## config.mk

```make
export PLATFORM = sky130hd
export DESIGN_NAME = cacheline_adaptor
export DESIGN_NICKNAME = d
export VERILOG_FILES = /design/src/rtl/cache_types_pkg.sv /design/src/rtl/cacheline_adaptor.sv
export SDC_FILE = /design/constraint.sdc
export NUM_CORES = 2
export LEC_CHECK = 0
export ABC_AREA = 1
export CAP_MARGIN = 20
export CORE_AREA = 2 2 277 279
export CTS_CLUSTER_DIAMETER = 120
export DETAILED_ROUTE_END_ITERATION = 12
export DIE_AREA = 0 0 279 281
export PLACE_DENSITY = 0.83
export SYNTH_ARGS = -nofsm -noshare
export SYNTH_HDL_FRONTEND = slang
export SYNTH_SLANG_ARGS = --single-unit
```

## constraint.sdc

```tcl
create_clock -name clk -period 3.95 [get_ports clk]
set_clock_uncertainty 0.1 [all_clocks]
set_input_delay 0.5925 -clock clk [delete_from_list [all_inputs] [get_ports clk]]
set_output_delay 0.5925 -clock clk [all_outputs]
set_load 0.01 [all_outputs]
```

## src/rtl/cache_types_pkg.sv

```systemverilog
// Types and default geometry shared by the cache line storage and its
// memory-side adaptor.
package cache_types_pkg;

  localparam int LINE_WIDTH  = 256;
  localparam int BURST_WIDTH = 64;
  localparam int BEATS       = LINE_WIDTH / BURST_WIDTH;

  typedef enum logic [2:0] {
    IDLE,
    FILL,
    FILL_DONE,
    WB,
    WB_DONE
  } adaptor_state_t;

endpackage

```

## src/rtl/cacheline_adaptor.sv

```systemverilog
// Bridges a line-wide cache request to a beat-wide burst memory port (fill and writeback).
// Build option: CACHELINE_ADAPTOR_ALIGN_EN forces address_o to a line-aligned address.
module cacheline_adaptor #(
  parameter int LINE_WIDTH  = cache_types_pkg::LINE_WIDTH,
  parameter int BURST_WIDTH = cache_types_pkg::BURST_WIDTH,
  parameter int ADDR_WIDTH  = 32
) (
  input  logic                   clk,
  input  logic                   rst,
  input  logic [LINE_WIDTH-1:0]  line_i,
  output logic [LINE_WIDTH-1:0]  line_o,
  input  logic [ADDR_WIDTH-1:0]  address_i,
  input  logic                   read_i,
  input  logic                   write_i,
  output logic                   resp_o,
  input  logic [BURST_WIDTH-1:0] burst_i,
  output logic [BURST_WIDTH-1:0] burst_o,
  output logic [ADDR_WIDTH-1:0]  address_o,
  output logic                   read_o,
  output logic                   write_o,
  input  logic                   resp_i
);
  import cache_types_pkg::*;

  localparam int N_BEATS   = LINE_WIDTH / BURST_WIDTH;
  localparam int CNT_W     = (N_BEATS > 1) ? $clog2(N_BEATS) : 1;
  localparam int ALIGN_LSB = $clog2(LINE_WIDTH / 8);

`ifdef CACHELINE_ADAPTOR_ALIGN_EN
  localparam logic [ADDR_WIDTH-1:0] ADDR_MASK = {ADDR_WIDTH{1'b1}} << ALIGN_LSB;
`else
  localparam logic [ADDR_WIDTH-1:0] ADDR_MASK = {ADDR_WIDTH{1'b1}};
`endif

  adaptor_state_t         r_state;
  adaptor_state_t         w_state_next;
  logic [CNT_W-1:0]       r_cnt;
  logic [ADDR_WIDTH-1:0]  r_addr;
  logic [LINE_WIDTH-1:0]  r_wb_line;
  logic [LINE_WIDTH-1:0]  r_fill_line;
  logic [LINE_WIDTH-1:0]  r_line_out;
  logic [LINE_WIDTH-1:0]  w_fill_full;
  logic                   w_latch;
  logic                   w_beat;
  logic                   w_last;

  assign w_last    = (r_cnt == CNT_W'(N_BEATS - 1));
  assign line_o    = r_line_out;
  assign address_o = r_addr & ADDR_MASK;
  assign burst_o   = (r_state == WB) ? r_wb_line[r_cnt*BURST_WIDTH +: BURST_WIDTH]
                                     : '0;

  // Partially assembled line with the beat on burst_i dropped into its slot.
  always_comb begin
    w_fill_full = r_fill_line;
    w_fill_full[r_cnt*BURST_WIDTH +: BURST_WIDTH] = burst_i;
  end

  always_comb begin
    w_state_next = r_state;
    w_latch      = 1'b0;
    w_beat       = 1'b0;
    read_o       = 1'b0;
    write_o      = 1'b0;
    resp_o       = 1'b0;
    case (r_state)
      IDLE: begin
        if (write_i) begin
          w_latch      = 1'b1;
          w_state_next = WB;
        end else if (read_i) begin
          w_latch      = 1'b1;
          w_state_next = FILL;
        end
      end
      FILL: begin
        read_o = 1'b1;
        if (resp_i) begin
          w_beat = 1'b1;
          if (w_last) w_state_next = FILL_DONE;
        end
      end
      FILL_DONE: begin
        resp_o       = 1'b1;
        w_state_next = IDLE;
      end
      WB: begin
        write_o = 1'b1;
        if (resp_i) begin
          w_beat = 1'b1;
          if (w_last) w_state_next = WB_DONE;
        end
      end
      WB_DONE: begin
        resp_o       = 1'b1;
        w_state_next = IDLE;
      end
      default: w_state_next = IDLE;
    endcase
  end

  always_ff @(posedge clk) begin
    if (rst) begin
      r_state     <= IDLE;
      r_cnt       <= '0;
      r_addr      <= '0;
      r_wb_line   <= '0;
      r_fill_line <= '0;
      r_line_out  <= '0;
    end else begin
      r_state <= w_state_next;
      if (w_latch) begin
        r_addr <= address_i;
        r_cnt  <= '0;
        if (write_i) r_wb_line <= line_i;
      end
      if (w_beat) begin
        r_cnt <= w_last ? '0 : r_cnt + CNT_W'(1);
        if (r_state == FILL) begin
          r_fill_line <= w_fill_full;
          // line_o only moves once the whole line has arrived
          if (w_last) r_line_out <= w_fill_full;
        end
      end
    end
  end

endmodule

```

==> summary.txt <==
Core Util, Final - 0.605
Crit Path Class - flip-flop to output port
sequential area share after synthesis - 0.458
syn avg cell area - 6.66 um^2
worst hold path type - flip-flop to flip-flop
logic gate share of total power - 0.162
antenna violations before repair - 38
later-pin clock latency in the skew report - 640 ps
Detail Route Antenna Nets - 0
final wirelength - 128000 um
Max Slew Vio Count - 0
drt pass-1 iters - 12
M1 GR Usage - 0.370
flop-to-flop setup slack - 700 ps
EDFF count, synth - 0
CP top delay family - buffers and inverters
Placer Congestion - 0.936
routing usage on met3 - 0.0866
CP arrival - 3120 ps
# DRC - 3
Pint - 0.0147 W
#FFs+latches synth - 805
drt initial violations - 4239
die height - 281 um
Via Count - 36600
commonest non-fill, non-tap cell in the layout - nand2_1
Final Instance Area - 45600 um^2
Setup Slack @ Placement - 764 ps
I/O pin count - 712
most frequent cells in the layout - 950 x nand2_1, 945 x nor2_1, 803 x dfxtp_1
CP max FO - 44
reg2reg start - r_cnt[0]
share of the synthesized area in the top cell type - 0.458
DP Area - 42700 um^2
WHS Path Cells - 2
leading area contributor after synthesis - dfxtp_1
Netlist Area Pre-Place - 35200 um^2
GRT met2 Usage - 0.497
drt wl/cell - 18.7 um
Netlist cell types - 22
Final nets - 6122
die area - 78400 um^2
DPL Wire Length - 87000 um
setup TNS - 0 ps
most used routing layer - met2
worst r2r path cells - 8
initial core utilization - 0.467
Power Density - 450 nW/um^2
Area growth, synth to finish - 29.6%
CP bufs+invs - 3
failing checks - DRC
leading post-synthesis cells by cell area - dfxtp_1 46%, nand2_1 10%, nor2_1 10%
setup slack after layout - 138 ps
CTS resizes - 0
vias per cell - 5.35
share of cells above drive strength 1 - 0.0400
H-tree depth - 3
Switching Fraction - 0.284
Hold-fix buffers, CTS - 0
hold slack - 339 ps
Crit Reg-Reg Endpoint - r_fill_line[97]
largest net degree at the start of global routing - 189
GRT overflow - 0
outcome - finished with violations
clk sink count - 805
Critical Path Sink Type - output port
Setup violations, final - 0
largest stage delay on the critical path - 620 ps
cts bufs inserted - 86
Max Root-Sink Buffers - 3
post-synthesis cell count - 5283
fmax - 262 MHz
FILL cells - 6585
Worst Hold Endpoint - r_wb_line[241]
static leakage - 19.4 nW
top_reg_cell synth - dfxtp_1
vias in the first global route - 33100
clock-pin slew on the worst setup and hold paths - 60 ps
Tmin final - 3810 ps
core region area - 75400 um^2
crit path cell chain - inv_2 -> nor2_4 -> nand2_2 -> buf_4 -> a21oi_1 -> clkdlybuf4s50_1
Clock Power Share - 0.397
worst-margin pin slew - 1060 ps
Final Hold Viols - 0
Placement Rows - 101
unrepaired setup endpoints after global routing - no
Root Driver - clkbuf_16
Synth async-reset ratio - 0
all-layer global routing usage - 0.309
port bufs - 711
CTS tree - built
worst path required time - 3260 ps
worst vdd ir - 0.000365 V
first-pass GRT wire length - 189000 um
CP Depth - 6
Warnings, synthesis - 0
Die Wd - 279 um
relative slew slack - 0.295
max cap viols - 0
Post-CTS Setup Bufs - 0
CP max-delay cell - clkdlybuf4s50_1
crit share post-route - 0.965
Synthesized Nets - 5646
sequential share of power - 0.441
min-delay src - r_wb_line[241]
startpoint class of the critical path - flip-flop
Psw - 0.00582 W
per-layer routing:
metal	share of wire	wire length [um]	vias up
met5	0.00068	87	-
met4	0.060	7640	14
met3	0.11	14000	375
met2	0.46	58300	1942
met1	0.37	47600	16700
li1	-	-	17600
cell usage after synthesis, types with 26 or more instances:
library cell	number
nand2_1	951
nor2_1	946
dfxtp_1	805
o21ai_0	683
inv_1	658
a21oi_1	555
clkbuf_1	214
nand3_1	146
buf_2	142
nand4_1	67
o21ai_1	59
buf_1	26
power groups by stage:
stage	logic (W)	clock network (W)	registers [W]
after floorplan	0.00212	0	0.00914
after global placement	0.00314	0	0.00917
after detailed placement	0.00323	0	0.00920
after CTS	0.00327	0.00822	0.00903
after global routing	0.00367	0.00856	0.00909
final	0.00332	0.00815	0.00904
worst max-delay path by stage:
stage                          start               end
final                     r_state[0]       burst_o[63]
after global routing      r_state[0]       burst_o[63]
after CTS                 r_state[0]       burst_o[63]
after detailed placement      resp_i  r_fill_line[185]
after global placement        resp_i  r_fill_line[163]
after floorplan             r_cnt[0]       line_o[212]
state kept, by name, summed over array words and instances, names as in the netlist:
register / count
r_cnt: 2
r_wb_line: 256
r_fill_line: 256
r_state: 3
address_o: 32
line_o: 256
worst register-to-register path: cells and delay by family, from the launching register on:
family | cells | cell delay (ps)
and+or+nand+nor | 5 | 1030
buffers and inverters | 2 | 1270
adders and majority gates | 1 | 330
DFF | 1 | 450
per-stage QoR:
step           power, W  instances
2_1_floorplan    0.0113       5283
3_3_place_gp     0.0123       6647
3_5_place_dp     0.0124       6647
4_1_cts          0.0205       6802
5_1_grt          0.0213       6827
6_report         0.0205       6835
cell families after synthesis:
kind of cell	Yosys count	synth area share
adder cells (fa/ha/maj)	6	0.00213
buffers and inverters	1055	0.118
AO/OA/AOI/OAI	1297	0.184
AND/OR/NAND/NOR	2120	0.238
flip-flops	805	0.458
layout make-up:
cell class | count | area (um^2) | share of cell area
inverters | 667 | 2510 | 0.0551
clock buffers | 120 | 2460 | 0.0539
repair buffers | 776 | 7880 | 0.173
diodes | 31 | 77.6 | 0.00170
flip-flops and latches | 805 | 16100 | 0.353
multi-input cells | 3423 | 15000 | 0.328
well taps | 978 | 1220 | 0.0268
clock inverters | 35 | 373 | 0.00817
(Power assumes the default switching activity.)
